**src/rtl/multdiv_pkg.sv**
```systemverilog
// Shared types and opcode helpers for the multi-cycle multiply/divide unit.
package multdiv_pkg;

  typedef enum logic [2:0] {
    MD_MULT  = 3'd0,
    MD_MULTU = 3'd1,
    MD_DIV   = 3'd2,
    MD_DIVU  = 3'd3,
    MD_MADD  = 3'd4,
    MD_MADDU = 3'd5,
    MD_MSUB  = 3'd6,
    MD_MSUBU = 3'd7
  } md_op_t;

  typedef enum logic [1:0] {
    ST_IDLE = 2'd0,
    ST_MUL  = 2'd1,
    ST_DIV  = 2'd2,
    ST_DONE = 2'd3
  } md_state_t;

  // Even encodings are the signed flavours of each operation.
  function automatic logic is_signed_op(input md_op_t op);
    return !op[0];
  endfunction

  // MADD/MADDU/MSUB/MSUBU fold the product into the supplied HI/LO.
  function automatic logic is_acc_op(input md_op_t op);
    return op[2];
  endfunction

  function automatic logic is_div_op(input md_op_t op);
    return (op[2:1] == 2'b01);
  endfunction

  function automatic logic is_sub_op(input md_op_t op);
    return (op[2:1] == 2'b11);
  endfunction

endpackage

```
**src/rtl/radix2_divider.sv**
```systemverilog
// Restoring radix-2 divider datapath: one shift/subtract step per cycle on
// unsigned magnitudes, with the sign fix-up applied to the step result so the
// final quotient/remainder are available in the same cycle as the last step.
module radix2_divider
  import multdiv_pkg::*;
#(
  parameter int WIDTH = 32
) (
  input  logic             clk,
  input  logic             load_i,
  input  logic             step_i,
  input  logic [WIDTH-1:0] dividend_i,
  input  logic [WIDTH-1:0] divisor_i,
  input  logic             neg_quo_i,
  input  logic             neg_rem_i,
  output logic [WIDTH-1:0] quo_o,
  output logic [WIDTH-1:0] rem_o
);

  logic [WIDTH-1:0] rem_q;
  logic [WIDTH-1:0] quo_q;
  logic [WIDTH-1:0] dvs_q;
  logic             neg_quo_q;
  logic             neg_rem_q;

  logic [WIDTH:0]   rem_sh;
  logic [WIDTH:0]   diff;
  logic             fits;
  logic [WIDTH-1:0] rem_d;
  logic [WIDTH-1:0] quo_d;

  function automatic logic [WIDTH-1:0] cond_negate(input logic [WIDTH-1:0] v, input logic neg);
    return neg ? (~v + 1'b1) : v;
  endfunction

  // One restoring step: bring in the next dividend bit, subtract if it fits.
  // The partial remainder stays below the divisor, so diff never overflows.
  always_comb begin
    rem_sh = {rem_q, quo_q[WIDTH-1]};
    diff   = rem_sh - {1'b0, dvs_q};
    fits   = !diff[WIDTH];
    rem_d  = fits ? diff[WIDTH-1:0] : rem_sh[WIDTH-1:0];
    quo_d  = {quo_q[WIDTH-2:0], fits};
  end

  // Datapath registers: operands loaded on acceptance, then stepped.
  always_ff @(posedge clk) begin
    if (load_i) begin
      rem_q     <= '0;
      quo_q     <= dividend_i;
      dvs_q     <= divisor_i;
      neg_quo_q <= neg_quo_i;
      neg_rem_q <= neg_rem_i;
    end else if (step_i) begin
      rem_q <= rem_d;
      quo_q <= quo_d;
    end
  end

  // Quotient truncates toward zero, remainder follows the dividend's sign.
  assign quo_o = cond_negate(quo_d, neg_quo_q);
  assign rem_o = cond_negate(rem_d, neg_rem_q);

endmodule

```
**src/rtl/multdiv_unit.sv**
```systemverilog
// Multi-cycle multiply / divide / multiply-accumulate unit for the execute
// stage, with a valid/ok handshake, busy for hazard stalls and flush.
// Optional build macro DIV_EARLY_EN: skips leading-zero dividend bits so the
// divide latency shrinks to WIDTH-z+1 cycles; results are unchanged.
module multdiv_unit
  import multdiv_pkg::*;
#(
  parameter int WIDTH   = 32,
  parameter int MUL_LAT = 3
) (
  input  logic             clk,
  input  logic             resetn,
  input  logic             valid_i,
  input  logic [2:0]       op_i,
  input  logic [WIDTH-1:0] a_i,
  input  logic [WIDTH-1:0] b_i,
  input  logic [WIDTH-1:0] hi_i,
  input  logic [WIDTH-1:0] lo_i,
  input  logic             flush_i,
  output logic             busy_o,
  output logic             ok_o,
  output logic [WIDTH-1:0] hi_o,
  output logic [WIDTH-1:0] lo_o
);

  localparam int CNT_MAX = (WIDTH > MUL_LAT) ? WIDTH : MUL_LAT;
  localparam int CNT_W   = $clog2(CNT_MAX);

  md_state_t        state_q;
  logic [CNT_W-1:0] cnt_q;
  logic             busy_q;
  logic             ok_q;
  logic [WIDTH-1:0] hi_q;
  logic [WIDTH-1:0] lo_q;

  md_op_t           op_q;
  logic [WIDTH-1:0] a_q;
  logic [WIDTH-1:0] b_q;
  logic [WIDTH-1:0] hi_acc_q;
  logic [WIDTH-1:0] lo_acc_q;

  md_op_t           op_in;
  logic             start;
  logic             in_div;
  logic             a_neg;
  logic             b_neg;
  logic [WIDTH-1:0] a_mag;
  logic [WIDTH-1:0] b_mag;
  logic             div_zero;
  logic [WIDTH-1:0] div_dividend;
  logic [CNT_W-1:0] div_cnt_init;
  logic             div_load;
  logic             div_step;
  logic [WIDTH-1:0] div_quo;
  logic [WIDTH-1:0] div_rem;

  logic [2*WIDTH-1:0] ext_a;
  logic [2*WIDTH-1:0] ext_b;
  logic [2*WIDTH-1:0] prod;
  logic [2*WIDTH-1:0] acc;
  logic [2*WIDTH-1:0] mul_res;

`ifdef DIV_EARLY_EN
  // Leading zero count, clamped to WIDTH-1 so a zero dividend still takes one step.
  function automatic logic [CNT_W-1:0] lead_zeros(input logic [WIDTH-1:0] v);
    logic [CNT_W-1:0] z;
    z = CNT_W'(WIDTH - 1);
    for (int i = 0; i < WIDTH; i++) begin
      if (v[i]) z = CNT_W'(WIDTH - 1 - i);
    end
    return z;
  endfunction
`endif

  // Acceptance-cycle decode of the incoming request.
  always_comb begin
    op_in    = md_op_t'(op_i);
    start    = (state_q == ST_IDLE) && valid_i && !flush_i;
    in_div   = is_div_op(op_in);
    a_neg    = is_signed_op(op_in) && a_i[WIDTH-1];
    b_neg    = is_signed_op(op_in) && b_i[WIDTH-1];
    a_mag    = a_neg ? (~a_i + 1'b1) : a_i;
    b_mag    = b_neg ? (~b_i + 1'b1) : b_i;
    div_zero = (b_i == '0);
`ifdef DIV_EARLY_EN
    div_dividend = a_mag << lead_zeros(a_mag);
    div_cnt_init = CNT_W'(WIDTH - 1) - lead_zeros(a_mag);
`else
    div_dividend = a_mag;
    div_cnt_init = CNT_W'(WIDTH - 1);
`endif
    div_load = start && in_div && !div_zero;
    div_step = (state_q == ST_DIV);
  end

  // Operand capture; inputs need not be held once the request is accepted.
  always_ff @(posedge clk) begin
    if (start) begin
      op_q     <= op_in;
      a_q      <= a_i;
      b_q      <= b_i;
      hi_acc_q <= hi_i;
      lo_acc_q <= lo_i;
    end
  end

  // Product from the latched operands; treated as a multicycle path of MUL_LAT cycles.
  always_comb begin
    if (is_signed_op(op_q)) begin
      ext_a = {{WIDTH{a_q[WIDTH-1]}}, a_q};
      ext_b = {{WIDTH{b_q[WIDTH-1]}}, b_q};
    end else begin
      ext_a = {{WIDTH{1'b0}}, a_q};
      ext_b = {{WIDTH{1'b0}}, b_q};
    end
    prod = ext_a * ext_b;
    acc  = {hi_acc_q, lo_acc_q};
    if (!is_acc_op(op_q)) begin
      mul_res = prod;
    end else if (is_sub_op(op_q)) begin
      mul_res = acc - prod;
    end else begin
      mul_res = acc + prod;
    end
  end

  radix2_divider #(
    .WIDTH(WIDTH)
  ) u_div (
    .clk        (clk),
    .load_i     (div_load),
    .step_i     (div_step),
    .dividend_i (div_dividend),
    .divisor_i  (b_mag),
    .neg_quo_i  (a_neg ^ b_neg),
    .neg_rem_i  (a_neg),
    .quo_o      (div_quo),
    .rem_o      (div_rem)
  );

  // Control FSM with registered busy/ok and result registers.
  always_ff @(posedge clk or negedge resetn) begin
    if (!resetn) begin
      state_q <= ST_IDLE;
      cnt_q   <= '0;
      busy_q  <= 1'b0;
      ok_q    <= 1'b0;
      hi_q    <= '0;
      lo_q    <= '0;
    end else begin
      ok_q <= 1'b0;
      if (flush_i) begin
        state_q <= ST_IDLE;
        busy_q  <= 1'b0;
      end else begin
        case (state_q)
          ST_IDLE: begin
            if (valid_i) begin
              if (!in_div) begin
                state_q <= ST_MUL;
                cnt_q   <= CNT_W'(MUL_LAT - 1);
                busy_q  <= 1'b1;
              end else if (div_zero) begin
                state_q <= ST_DONE;
                ok_q    <= 1'b1;
                hi_q    <= a_i;
                lo_q    <= '1;
              end else begin
                state_q <= ST_DIV;
                cnt_q   <= div_cnt_init;
                busy_q  <= 1'b1;
              end
            end
          end
          ST_MUL: begin
            if (cnt_q == '0) begin
              state_q      <= ST_DONE;
              busy_q       <= 1'b0;
              ok_q         <= 1'b1;
              {hi_q, lo_q} <= mul_res;
            end else begin
              cnt_q <= cnt_q - 1'b1;
            end
          end
          ST_DIV: begin
            if (cnt_q == '0) begin
              state_q <= ST_DONE;
              busy_q  <= 1'b0;
              ok_q    <= 1'b1;
              hi_q    <= div_rem;
              lo_q    <= div_quo;
            end else begin
              cnt_q <= cnt_q - 1'b1;
            end
          end
          ST_DONE: begin
            state_q <= ST_IDLE;
          end
          default: begin
            state_q <= ST_IDLE;
            busy_q  <= 1'b0;
          end
        endcase
      end
    end
  end

  assign busy_o = busy_q;
  assign ok_o   = ok_q;
  assign hi_o   = hi_q;
  assign lo_o   = lo_q;

endmodule

```
**config.mk**
```make
export PLATFORM = sky130hd
export DESIGN_NAME = multdiv_unit
export DESIGN_NICKNAME = d
export VERILOG_FILES = /design/src/rtl/multdiv_pkg.sv /design/src/rtl/radix2_divider.sv /design/src/rtl/multdiv_unit.sv
export SDC_FILE = /design/constraint.sdc
export NUM_CORES = 2
export LEC_CHECK = 0
export ABC_AREA = 1
export CAP_MARGIN = 5
export CORE_MARGIN = 3
export CORE_UTILIZATION = 53
export DETAILED_ROUTE_END_ITERATION = 12
export PLACE_DENSITY_LB_ADDON = 0.2
export SLEW_MARGIN = 20
export SYNTH_ARGS = -nofsm -noshare
export SYNTH_HDL_FRONTEND = slang
export SYNTH_HIERARCHICAL = 1
export SYNTH_SLANG_ARGS = --single-unit
```
**constraint.sdc**
```tcl
create_clock -name clk -period 16.75 [get_ports clk]
set_input_delay 1.675 -clock clk [delete_from_list [all_inputs] [get_ports clk]]
set_output_delay 1.675 -clock clk [all_outputs]
set_load 0.02 [all_outputs]
```
==> flow_summary.yaml <==
status:
  outcome: "completed"
setup_path:
  r2r-end: "hi_o[30]"
  worst-path-stages: 51
  cpPeakStageDelay_ps: 930
  worst-path-max-fanout: 18
  cpMaxStageDelayCell: "a2111oi_0"
  path_class: "flip-flop to flip-flop"
  start_kind: "flip-flop"
  worstPathArrival_ps: 14600
  r2r_start: "b_q[7]"
  rrSetupSlack_ps: 2620
  cp_common_cell: "inv_1"
  cp_num_buf_inv: 12
  rr_worst_depth: 51
  crit_family: "adder cells"
  worstSetupStartpoint: "b_q[7]"
  required_ps: 17220
  crit_path_end_kind: "flip-flop"
detailed_routing:
  vias: 61780
  wl_per_cell_um: 22.0
  post-route-drc-count: 0
  ant_nets: 0
  drt-initial-drc-count: 5561
  vias_per_cell: 5.39
  dr.pass1.iters: 7
  wl_mm: 253
clocking:
  cts_made_buffers: 37
  cts.sinks: 302
  clkLatencyLatePin_ps: 630
  clk_pin_slew_worst_paths_ps: 80
  cts_buffer_depth: 3
  tritoncts: "done"
  cts_resized: 0
  cts_hold_buf: 0
  htreeDepth: 2
  post_cts_buffers: 0
  cts-root-buf: "clkbuf_16"
floorplanning:
  num_rows: 136
  die_w_um: 380
  dieArea_um2: 145000
  core-area_um2: 138000
  die_y_um: 380
  io_pins: 201
  start_util: 0.537
grt:
  antenna_found_initial: 5
  grt_usage: 0.355
  grt-ovfl-total: 0
  grt_pass1_wl_mm: 391
  grt_start_max_net_pins: 89
  grt_pass1_vias: 65856
logic_synthesis:
  ys_seq_elements: 302
  syn-num-nets: 11515
  synth_largest_area_cell: "fa_1"
  synth_fa_ha_area_frac: 0.455
  synth_ff_type: "edfxtp_1"
  synth_area_um2: 74300
  syn_avg_cell_area_um2: 7.79
  synth_top_family_by_area: "adder cells"
  synth_cells: 9539
  synth_xor_area_frac: 0.0327
  yosysSeqAreaShare: 0.113
  synthSimpleGateAreaFrac: 0.179
  synth_edf_count: 197
  yosysTopAreaCellShare: 0.387
  ys_top_cells_by_area: "fa_1 (39%), inv_1 (14%), nand2_1 (11%)"
  synth-warning-count: 6
  synthMuxAreaShare: 0
  async_flop_share: 0.242
  ys_types: 76
  synth-compound-area-share: 0.0621
sta:
  period_needed_ps: 14130
  hold-worst-slack_ps: 488
  worst_slew_pin_slew_ps: 1260
  finalSetupViolations: 0
  rsz0062_at_grt: "no"
  slew_headroom: 0.159
  setup_tns_ps: 0
  hold_viol_final: 0
  fin_crit_sh: 0.844
  max_freq_ghz: 0.0708
  final-max-slew-violation-count: 0
  skew_ps: 47.7
placed_design:
  dp_hpwl_mm: 213
  io_buffers: 200
  place.gp.congestion: 1.01
hold_path:
  hold_depth: 1
  min_from: "lo_o[9]"
  worstHoldPathType: "flip-flop to flip-flop"
  hold_end: "lo_o[9]"
cells_and_area:
  syn_to_final_growth_pct: 7.04
  final_layout_size_suffix_gt1_frac: 0.0399
  final_cell_mix: "inv_1 (2775), nand2_1 (2256), fa_1 (1435)"
  layout_commonest_cell: "inv_1"
  nNetsFinal: 11550
run:
  cap_viol_max_count: 0
per-layer routing:
layer	global-route usage	vias up	routed length (um)
met5	0	-	26
met4	0.138	4	11600
met3	0.0609	544	23000
met2	0.574	2835	116000
met1	0.478	30606	102000
li1	-	27791	-
registers in the layout, summed over array words and instances (netlist names), 3 cells and up:
register     cells
lo_o            32
hi_acc_q        32
b_q             32
cnt_q            5
lo_acc_q        32
hi_o            32
u_div/dvs_q     32
u_div/quo_q     32
op_q             3
a_q             32
u_div/rem_q     32
per-stage QoR:
step	util	setup slack [ps]	std cells	instance area [um^2]
2_1_floorplan	-	5910	9539	74300
3_3_place_gp	0.565	2910	11398	78200
3_5_place_dp	0.565	2800	11398	78200
4_1_cts	0.575	2690	11466	79500
5_1_grt	0.575	1910	11466	79500
6_report	0.575	2620	11468	79500
worst max-delay path by stage:
stage	endpoint	slack, ps
finish	hi_o[30]	2620
global route	hi_o[30]	1910
CTS	hi_o[30]	2690
detailed placement	hi_o[30]	2800
global placement	hi_o[30]	2910
floorplan	hi_o[30]	5910
layout make-up:
cell class / instances / area (um^2)
Sequential cell: 302 / 8380
Antenna cell: 2 / 5.00
Clock inverter: 24 / 323
Multi-Input combinational cell: 6121 / 54200
Fill cell: 13040 / 58800
Tap cell: 1863 / 2330
Inverter: 2815 / 10600
Timing Repair Buffer: 297 / 2740
Clock buffer: 44 / 992
kinds of logic after synthesis:
family,Yosys count
adder cells (fa/ha/maj),1841
AO/OA/AOI/OAI,780
AND/OR/NAND/NOR,3227
flip-flops,302
XOR/XNOR,273
buffers and inverters,3116
synth_stat cells (6+ instances only):
master and count:
inv_1 2775, nand2_1 2256, fa_1 1435, nor2_1 483, ha_1 406, clkbuf_1 278, a21oi_1 269, o21ai_0 225
edfxtp_1 197, nand3_1 189, xor2_1 173, xnor2_1 96, dfrtp_1 73, nand2_2 67, o211ai_1 60, nand4_1 55
nor3_1 47, a31oi_1 37, inv_2 33, dfxtp_1 32, nor2_2 30, o22ai_1 28, a211oi_1 27, nor4_1 23
a2bb2oi_1 19, o21a_1 17, o21ai_1 17, o21bai_1 17, a21o_1 16, or2_2 15, nand3_2 11, nand3b_1 11
nand2_4 10, a21oi_2 8, buf_2 7, clkinv_1 7, nor2_4 7, o21ai_2 7, nor3_2 6
worst register-to-register path: cells and delay by family (launching register included):
family | cells | cell delay, ps
buffers and inverters | 12 | 1510
adder cells (fa/ha/maj) | 12 | 6200
XOR/XNOR | 1 | 260
AND/OR/NAND/NOR | 17 | 2260
AO/OA/AOI/OAI | 9 | 2900
flip-flops | 1 | 870
Power is left out: the tool's default activity adds up to more than one toggle a clock period on the data nets, which glitch-free logic cannot reach.
